[config.mk]
export PLATFORM = sky130hd
export DESIGN_NAME = pipelined_addsub_flat
export DESIGN_NICKNAME = d
export VERILOG_FILES = /design/src/rtl/pipelined_addsub_if.sv /design/src/rtl/pipelined_addsub.sv /design/src/flat_wrapper.sv
export SDC_FILE = /design/constraint.sdc
export NUM_CORES = 1
export LEC_CHECK = 0
export ABC_CLOCK_PERIOD_IN_PS = 14100
export CELL_PAD_IN_SITES_DETAIL_PLACEMENT = 1
export CELL_PAD_IN_SITES_GLOBAL_PLACEMENT = 2
export CORE_MARGIN = 8
export CORE_UTILIZATION = 43
export DETAILED_ROUTE_END_ITERATION = 16
export DONT_BUFFER_PORTS = 1
export GPL_TIMING_DRIVEN = 1
export HOLD_SLACK_MARGIN = 0.05
export PLACE_DENSITY_LB_ADDON = 0.15
export SYNTH_ARGS = -nofsm -noshare
export SYNTH_HDL_FRONTEND = slang
export SYNTH_SLANG_ARGS = --single-unit
[constraint.sdc]
create_clock -name clk -period 14.1 [get_ports clk]
set_input_delay 2.115 -clock clk [delete_from_list [all_inputs] [get_ports clk]]
set_output_delay 2.115 -clock clk [all_outputs]
set_load 0.05 [all_outputs]
[src/rtl/pipelined_addsub_if.sv]
// pipelined_addsub_if: operand/result bundle for the pipelined adder/subtractor
interface pipelined_addsub_if #(
  parameter int WIDTH = 64
);
  logic             in_valid;
  logic             sub;
  logic [WIDTH-1:0] a;
  logic [WIDTH-1:0] b;
  logic             stall;
  logic             out_valid;
  logic [WIDTH-1:0] result;
  logic             negative;
  logic             zero;
  logic             carry_out;
  logic             overflow;
  modport master (
    output in_valid, sub, a, b, stall,
    input  out_valid, result, negative, zero, carry_out, overflow
  );
  modport slave (
    input  in_valid, sub, a, b, stall,
    output out_valid, result, negative, zero, carry_out, overflow
  );
endinterface

[src/rtl/pipelined_addsub.sv]
// pipelined_addsub: CHUNK-sliced pipelined adder/subtractor producing NZCV flags
module pipelined_addsub #(
  parameter int WIDTH = 64,
  parameter int CHUNK = 16
) (
  input logic               clk,
  input logic               reset,
  pipelined_addsub_if.slave bus
);
  localparam int STAGES = WIDTH / CHUNK;
  localparam int L = STAGES - 1;
  if (WIDTH % CHUNK != 0 || STAGES < 1) begin : g_bad_cfg
    $error("pipelined_addsub: WIDTH must be a positive multiple of CHUNK");
  end
  typedef struct packed {
    logic             v;
    logic             s;
    logic             c;
    logic [WIDTH-1:0] a;
    logic [WIDTH-1:0] b;
    logic [WIDTH-1:0] sum;
  } slot_t;
  slot_t            st [STAGES];
  logic [WIDTH-1:0] ns [STAGES];
  logic             nc [STAGES];
  logic [WIDTH-1:0] bx;
  logic [CHUNK-1:0] sl;
  logic             msb_cin;
  assign st[0] = '{v: bus.in_valid, s: bus.sub, c: bus.sub, a: bus.a, b: bus.b, sum: '0};
  // operands travel whole; each stage only consumes its own slice, which gives the skew
  if (STAGES > 1) begin : g_pipe
    slot_t r [STAGES-1];
    always_ff @(posedge clk)
      for (int i = 0; i < STAGES - 1; i++)
        if (reset) r[i] <= '0;
        else if (!bus.stall) r[i] <= '{v: st[i].v, s: st[i].s, c: nc[i], a: st[i].a, b: st[i].b, sum: ns[i]};
    for (genvar g = 1; g < STAGES; g++) begin : g_link
      assign st[g] = r[g-1];
    end
  end
  always_comb begin
    bx = '0;
    sl = '0;
    ns = '{default: '0};
    nc = '{default: 1'b0};
    for (int k = 0; k < STAGES; k++) begin
      bx = st[k].s ? ~st[k].b : st[k].b;
      {nc[k], sl} = {1'b0, st[k].a[k*CHUNK +: CHUNK]} + {1'b0, bx[k*CHUNK +: CHUNK]} + (CHUNK+1)'(st[k].c);
      ns[k] = st[k].sum | (WIDTH'(sl) << (k * CHUNK));
    end
  end
  // carry into the MSB recovered from the MSB sum bit and its operands
  assign msb_cin = st[L].a[WIDTH-1] ^ st[L].b[WIDTH-1] ^ st[L].s ^ ns[L][WIDTH-1];
  always_ff @(posedge clk)
    if (reset) begin
      bus.out_valid <= 1'b0;
      bus.result    <= '0;
      bus.negative  <= 1'b0;
      bus.zero      <= 1'b0;
      bus.carry_out <= 1'b0;
      bus.overflow  <= 1'b0;
    end else if (!bus.stall) begin
      bus.out_valid <= st[L].v;
      if (st[L].v) begin
        bus.result    <= ns[L];
        bus.negative  <= ns[L][WIDTH-1];
        bus.zero      <= ns[L] == '0;
        bus.carry_out <= nc[L];
        bus.overflow  <= nc[L] ^ msb_cin;
      end
    end
endmodule

[src/flat_wrapper.sv]
// flat-port wrapper written by rule: the top's interface ports become plain ports
module pipelined_addsub_flat 
#(
  parameter int WIDTH = 64,
  parameter int CHUNK = 16
)
  (clk, reset, bus_in_valid, bus_sub, bus_a, bus_b, bus_stall, bus_out_valid, bus_result, bus_negative, bus_zero, bus_carry_out, bus_overflow);
  pipelined_addsub_if #(.WIDTH(WIDTH)) bus_i ();
  input logic clk;
  input logic reset;
  input wire logic [$bits(bus_i.in_valid)-1:0] bus_in_valid;
  input wire logic [$bits(bus_i.sub)-1:0] bus_sub;
  input wire logic [$bits(bus_i.a)-1:0] bus_a;
  input wire logic [$bits(bus_i.b)-1:0] bus_b;
  input wire logic [$bits(bus_i.stall)-1:0] bus_stall;
  output wire logic [$bits(bus_i.out_valid)-1:0] bus_out_valid;
  output wire logic [$bits(bus_i.result)-1:0] bus_result;
  output wire logic [$bits(bus_i.negative)-1:0] bus_negative;
  output wire logic [$bits(bus_i.zero)-1:0] bus_zero;
  output wire logic [$bits(bus_i.carry_out)-1:0] bus_carry_out;
  output wire logic [$bits(bus_i.overflow)-1:0] bus_overflow;
  assign bus_i.in_valid = bus_in_valid;
  assign bus_i.sub = bus_sub;
  assign bus_i.a = bus_a;
  assign bus_i.b = bus_b;
  assign bus_i.stall = bus_stall;
  assign bus_out_valid = bus_i.out_valid;
  assign bus_result = bus_i.result;
  assign bus_negative = bus_i.negative;
  assign bus_zero = bus_i.zero;
  assign bus_carry_out = bus_i.carry_out;
  assign bus_overflow = bus_i.overflow;
  pipelined_addsub #(.WIDTH(WIDTH), .CHUNK(CHUNK)) u_core (.clk(clk), .reset(reset), .bus(bus_i));
endmodule
# After elaboration in Yosys (flattened, before gate mapping)
# Memory sizes are Yosys's and may differ from the RTL's.
# Index checks and enable logic that the tools add are counted.
dict set report totals {
  ff_bits 69
  ramBits 585
  in_bits 133
  out_inout_bits 69
  word_cells 44
  memories 1
}
dict set report classes {
  n_addsub 8
  n_mux 12
  n_bitwise 15
  n_reduce_logical 2
}
# name words word_bits rd rd_clocked_by_memory_dff wr line
set mem_list {}
lappend mem_list {u_core.g_pipe.r 3 195 3 0 3 pipelined_addsub.sv:32} ;# slot_t r [STAGES-1];
# operator n
set ops {}
lappend ops {{195-bit 2-to-1 mux} 3}
lappend ops {{16-bit by 16-bit adder with 17-bit output} 4}
lappend ops {{17-bit by 1-bit adder with 17-bit output} 4}
lappend ops {{64-bit zero test} 1}
lappend ops {{64-bit 2-to-1 mux} 1}
lappend ops {{64-bit NOT} 1}
lappend ops {{64-bit by 32-bit bitwise OR with 64-bit output} 1}
lappend ops {{64-bit by 48-bit bitwise OR with 64-bit output} 1}
lappend ops {{64-bit bitwise OR} 1}
lappend ops {{48-bit 2-to-1 mux} 1}
lappend ops {{48-bit NOT} 1}
lappend ops {{32-bit 2-to-1 mux} 1}
lappend ops {{32-bit NOT} 1}
lappend ops {{16-bit 2-to-1 mux} 1}
lappend ops {{16-bit NOT} 1}
lappend ops {{1-bit 2-to-1 mux} 5}
lappend ops {{1-bit XOR} 4}
lappend ops {{1-bit bitwise OR} 3}
lappend ops {{2-bit AND reduction} 1}
lappend ops {{1-bit NOT} 1}

# Logic depth before layout (Yosys ltp)
# An unclocked memory read counts as a cell.
dict set report depth {
  depth_word 8
  ltp_mapped 14
}

# Worst setup path after synthesis
# Ideal clock, no wire load.
dict set report synth_timing {
  kind {input to register}
  start {input reset}
  end {memory u_core.g_pipe.r[0][0] (netlist bit), enable pin}
  setup_time_ps 712
  t_arrival_ps 9735
  required_ps 13388
  slack_ps 3653
  path_stages 3
  n_path_buf 2
  path_cell_list {clkbuf_1 -> clkbuf_1 -> nand2b_1}
}
# item line
set synth_lines {}
lappend synth_lines {{from (decl)} flat_wrapper.sv:10} ;# input logic reset;
lappend synth_lines {{to (decl)} pipelined_addsub.sv:32}

==> metrics.yaml <==
synth-edff-count: 297
first_iter_violations: 501
critPathCaptureType: "register"
drc: 0
pwr-share-clk_pct: 37.9
ys_types: 50
cts_buffers: 40
clockBufferDepth: 3
pwr-share-comb_pct: 11.4
fin_nets: 1551
setup_viol: 0
power.leakage_nw: 7.045
boundaryPins: 202
maxSlewHeadroom_pct: 28.27
cp-start-kind: "input pin"
cts-resized-gates: 0
min_period_over_period_pct: 32.29
r2r-start: "u_core.g_pipe.r[2][193]$_SDFFCE_PN0P_"
fin_cells: 1901
intPower_mw: 1.943
portBuffers: 0
clock_latency_ns: 0.54
cts_tree: "yes"
grt_pass1_wl_microns: 56130
synth_area_sq_um: 16540
firstDrtPassIters: 4
path_class: "input pin to register"
dpl.hpwl_microns: 25770
hold_violations: 0
cts-root-buf: "clkbuf_16"
die_w_microns: 212.1
routabilityCongestion: 0.7581
core_sq_um: 38290
antenna_found_initial: 5
finClkSkew_ns: 0.01843
grt_pass1_vias: 9979
final_area_sq_um: 18230
fin_crit_ns: 4.553
worst_pin_slew_ns: 1.076
crit_required_ns: 14.25
dieArea_sq_um: 44990
max_freq_ghz: 0.2196
routed_wirelength_microns: 36080
postCtsSetupBuffers: 0
ys.flop_type: "edfxtp_1"
postSynthNetCount: 1567
hold_start: "u_core.g_pipe.r[0][126]$_SDFFCE_PN0P_"
drive_gt1_share_pct: 5.366
nFillCells: 4013
start_util_pct: 43.20
ant_nets: 0
wire_per_inst_microns: 18.98
ys_ff_latch: 365
critical_path_arrival_ns: 4.70
switching_power_mw: 0.6386
hp-class: "register to register"
path_clk_slew_ns: 0.06
num_vias: 9443
power_density_nw_per_um2: 141.6
ctsHoldBuffers: 0
synth-async-reset-ratio_pct: 0
overflow: 0
std_cell_rows: 72
crit_start: "reset"
seq_area_frac_synth_pct: 62.16
tns_ns: 0
h-tree-depth: 2
grtUsageTotal_pct: 15.93
cap_violations: 0
syn_to_final_growth_pct: 10.24
irDropWorstVdd_uv: 94.56
cts.sinks: 365
yosysWarnings: 0
grt_max_degree: 132
swShare_pct: 24.73
seq_power_share_pct: 50.8
die_h_microns: 212.1
vias_per_cell: 4.967
postPlaceCellArea_sq_um: 17010
place_inst: 1827
outcome: "completed"
critPathMaxFanout: 88
rsz0062_at_grt: "false"
finalMaxSlewViolations: 0
syn-instance-count: 1367
syn_area_per_cell_sq_um: 12.10
final_util_pct: 47.62
==> logic make-up (layout without fill, tap and decap cells) <==
logic type | after synthesis | after routing | share of synthesized area (%)
buffers and inverters | 90 | 102 | 2.118
adder cells (fa/ha/maj) | 67 | 67 | 5.387
multiplexers | 1 | 1 | 0.06808
other | 0 | 4 | 0
flip-flops | 365 | 365 | 62.16
AND/OR/NAND/NOR | 546 | 546 | 17.45
XOR/XNOR | 110 | 110 | 5.825
AO/OA/AOI/OAI | 188 | 188 | 6.998
==> final timing paths <==
| path | depth (start not counted) | to | slack [ns] |
|---|---|---|---|
| setup reg to reg | 12 | u_core.bus.zero$_SDFFE_PP0P_ | 9.84 |
| hold / removal | 1 | u_core.g_pipe.r[1][126]$_SDFFCE_PN0P_ | 0.51 |
| setup / recovery | 3 | u_core.g_pipe.r[2][118]$_SDFFCE_PN0P_ | 9.55 |
| hold reg to reg | 1 | u_core.g_pipe.r[1][126]$_SDFFCE_PN0P_ | 0.51 |
==> state kept, by name (all words and copies together), names as in the netlist <==
register / cells
u_core.bus.carry_out: 1
u_core.bus.negative: 1
u_core.g_pipe.r: 297
u_core.bus.result: 63
u_core.bus.overflow: 1
u_core.bus.zero: 1
u_core.bus.out_valid: 1
==> power by group through the flow <==
stage	combinational [mW]	clock, mW	sequential, mW
2_1_floorplan	0.236	0	1.32
3_3_place_gp	0.292	0	1.33
3_5_place_dp	0.297	0	1.34
4_1_cts	0.299	1.01	1.31
5_1_grt	0.333	1.04	1.32
6_report	0.294	0.978	1.31
==> critical path, cell delays in order <==
cell and delay, ns:
nand2b_4 0.63, buf_4 0.82, buf_4 0.95
==> per-stage QoR <==
step / total power, mW / worst slack, ns / hold slack, ns
finish: 2.582 / 9.547 / 0.5101
global route: 2.696 / 9.369 / 0.5239
CTS: 2.619 / 9.540 / 0.5136
detailed placement: 1.632 / 8.966 / 0.5051
global placement: 1.624 / 9.064 / 0.5011
floorplan: 1.561 / 3.653 / 0.4876
==> cell type report <==
| class | count | area [sq um] | share of cell area [%] |
|---|---|---|---|
| timing repair buffer | 7 | 52.55 | 0.2882 |
| multi-input combinational | 912 | 5933 | 32.54 |
| inverter | 25 | 93.84 | 0.5147 |
| clock buffer | 56 | 1122 | 6.156 |
| tap | 518 | 648.1 | 3.555 |
| sequential | 365 | 10280 | 56.38 |
| antenna | 4 | 10.01 | 0.05490 |
| clock inverter | 14 | 92.59 | 0.5078 |
==> cells in the final DEF, fill, tap and decap left out, types with 7 or more instances in the layout <==
master / count
and2_1: 251
o31ai_1: 7
o21ai_0: 28
a21oi_1: 97
nor4_1: 16
dfxtp_1: 68
edfxtp_1: 297
clkbuf_16: 41
xnor2_1: 26
clkbuf_1: 11
a21o_1: 9
nor3_1: 20
ha_1: 60
xor2_1: 84
nand2b_1: 10
fa_1: 7
nand2_1: 136
a211oi_1: 10
nor2b_1: 12
o21a_1: 10
buf_4: 7
inv_1: 25
nand3_1: 7
nor2_1: 69
clkinv_2: 11
==> routing by layer <==
| metal | GRT usage [%] | up-vias | part of all wire [%] |
|---|---|---|---|
| met3 | 4.511 | 32 | 5.6 |
| met4 | 4.218 | 2 | 1.5 |
| li1 | - | 4722 | - |
| met1 | 20.71 | 4518 | 47 |
| met5 | 0 | - | 0.028 |
| met2 | 25.93 | 169 | 46 |
==> synth_stat cells (2+ instances only) <==
library cell / instances / share of area (%)
a2111o_1: 2 / 0.14
a211o_1: 4 / 0.21
a211oi_1: 10 / 0.45
a21boi_0: 3 / 0.14
a21o_1: 9 / 0.41
a21oi_1: 97 / 2.9
and2_1: 251 / 9.5
and3_1: 3 / 0.11
buf_1: 4 / 0.091
clkbuf_1: 58 / 1.3
dfxtp_1: 68 / 8.2
edfxtp_1: 297 / 54
fa_1: 7 / 0.85
ha_1: 60 / 4.5
inv_1: 25 / 0.57
nand2_1: 136 / 3.1
nand2b_1: 12 / 0.45
nand3_1: 7 / 0.21
nand3b_1: 4 / 0.18
nand4_1: 4 / 0.15
nor2_1: 70 / 1.6
nor2b_1: 13 / 0.49
nor3_1: 20 / 0.61
nor3b_1: 4 / 0.18
nor4_1: 16 / 0.61
nor4b_1: 2 / 0.11
o211ai_1: 2 / 0.091
o21a_1: 10 / 0.45
o21ai_0: 28 / 0.85
o21bai_1: 4 / 0.18
o31a_1: 2 / 0.11
o31ai_1: 7 / 0.32
o41ai_1: 2 / 0.11
or2_2: 2 / 0.076
xnor2_1: 26 / 1.4
xor2_1: 84 / 4.4
Power figures use the tool's default switching activity.
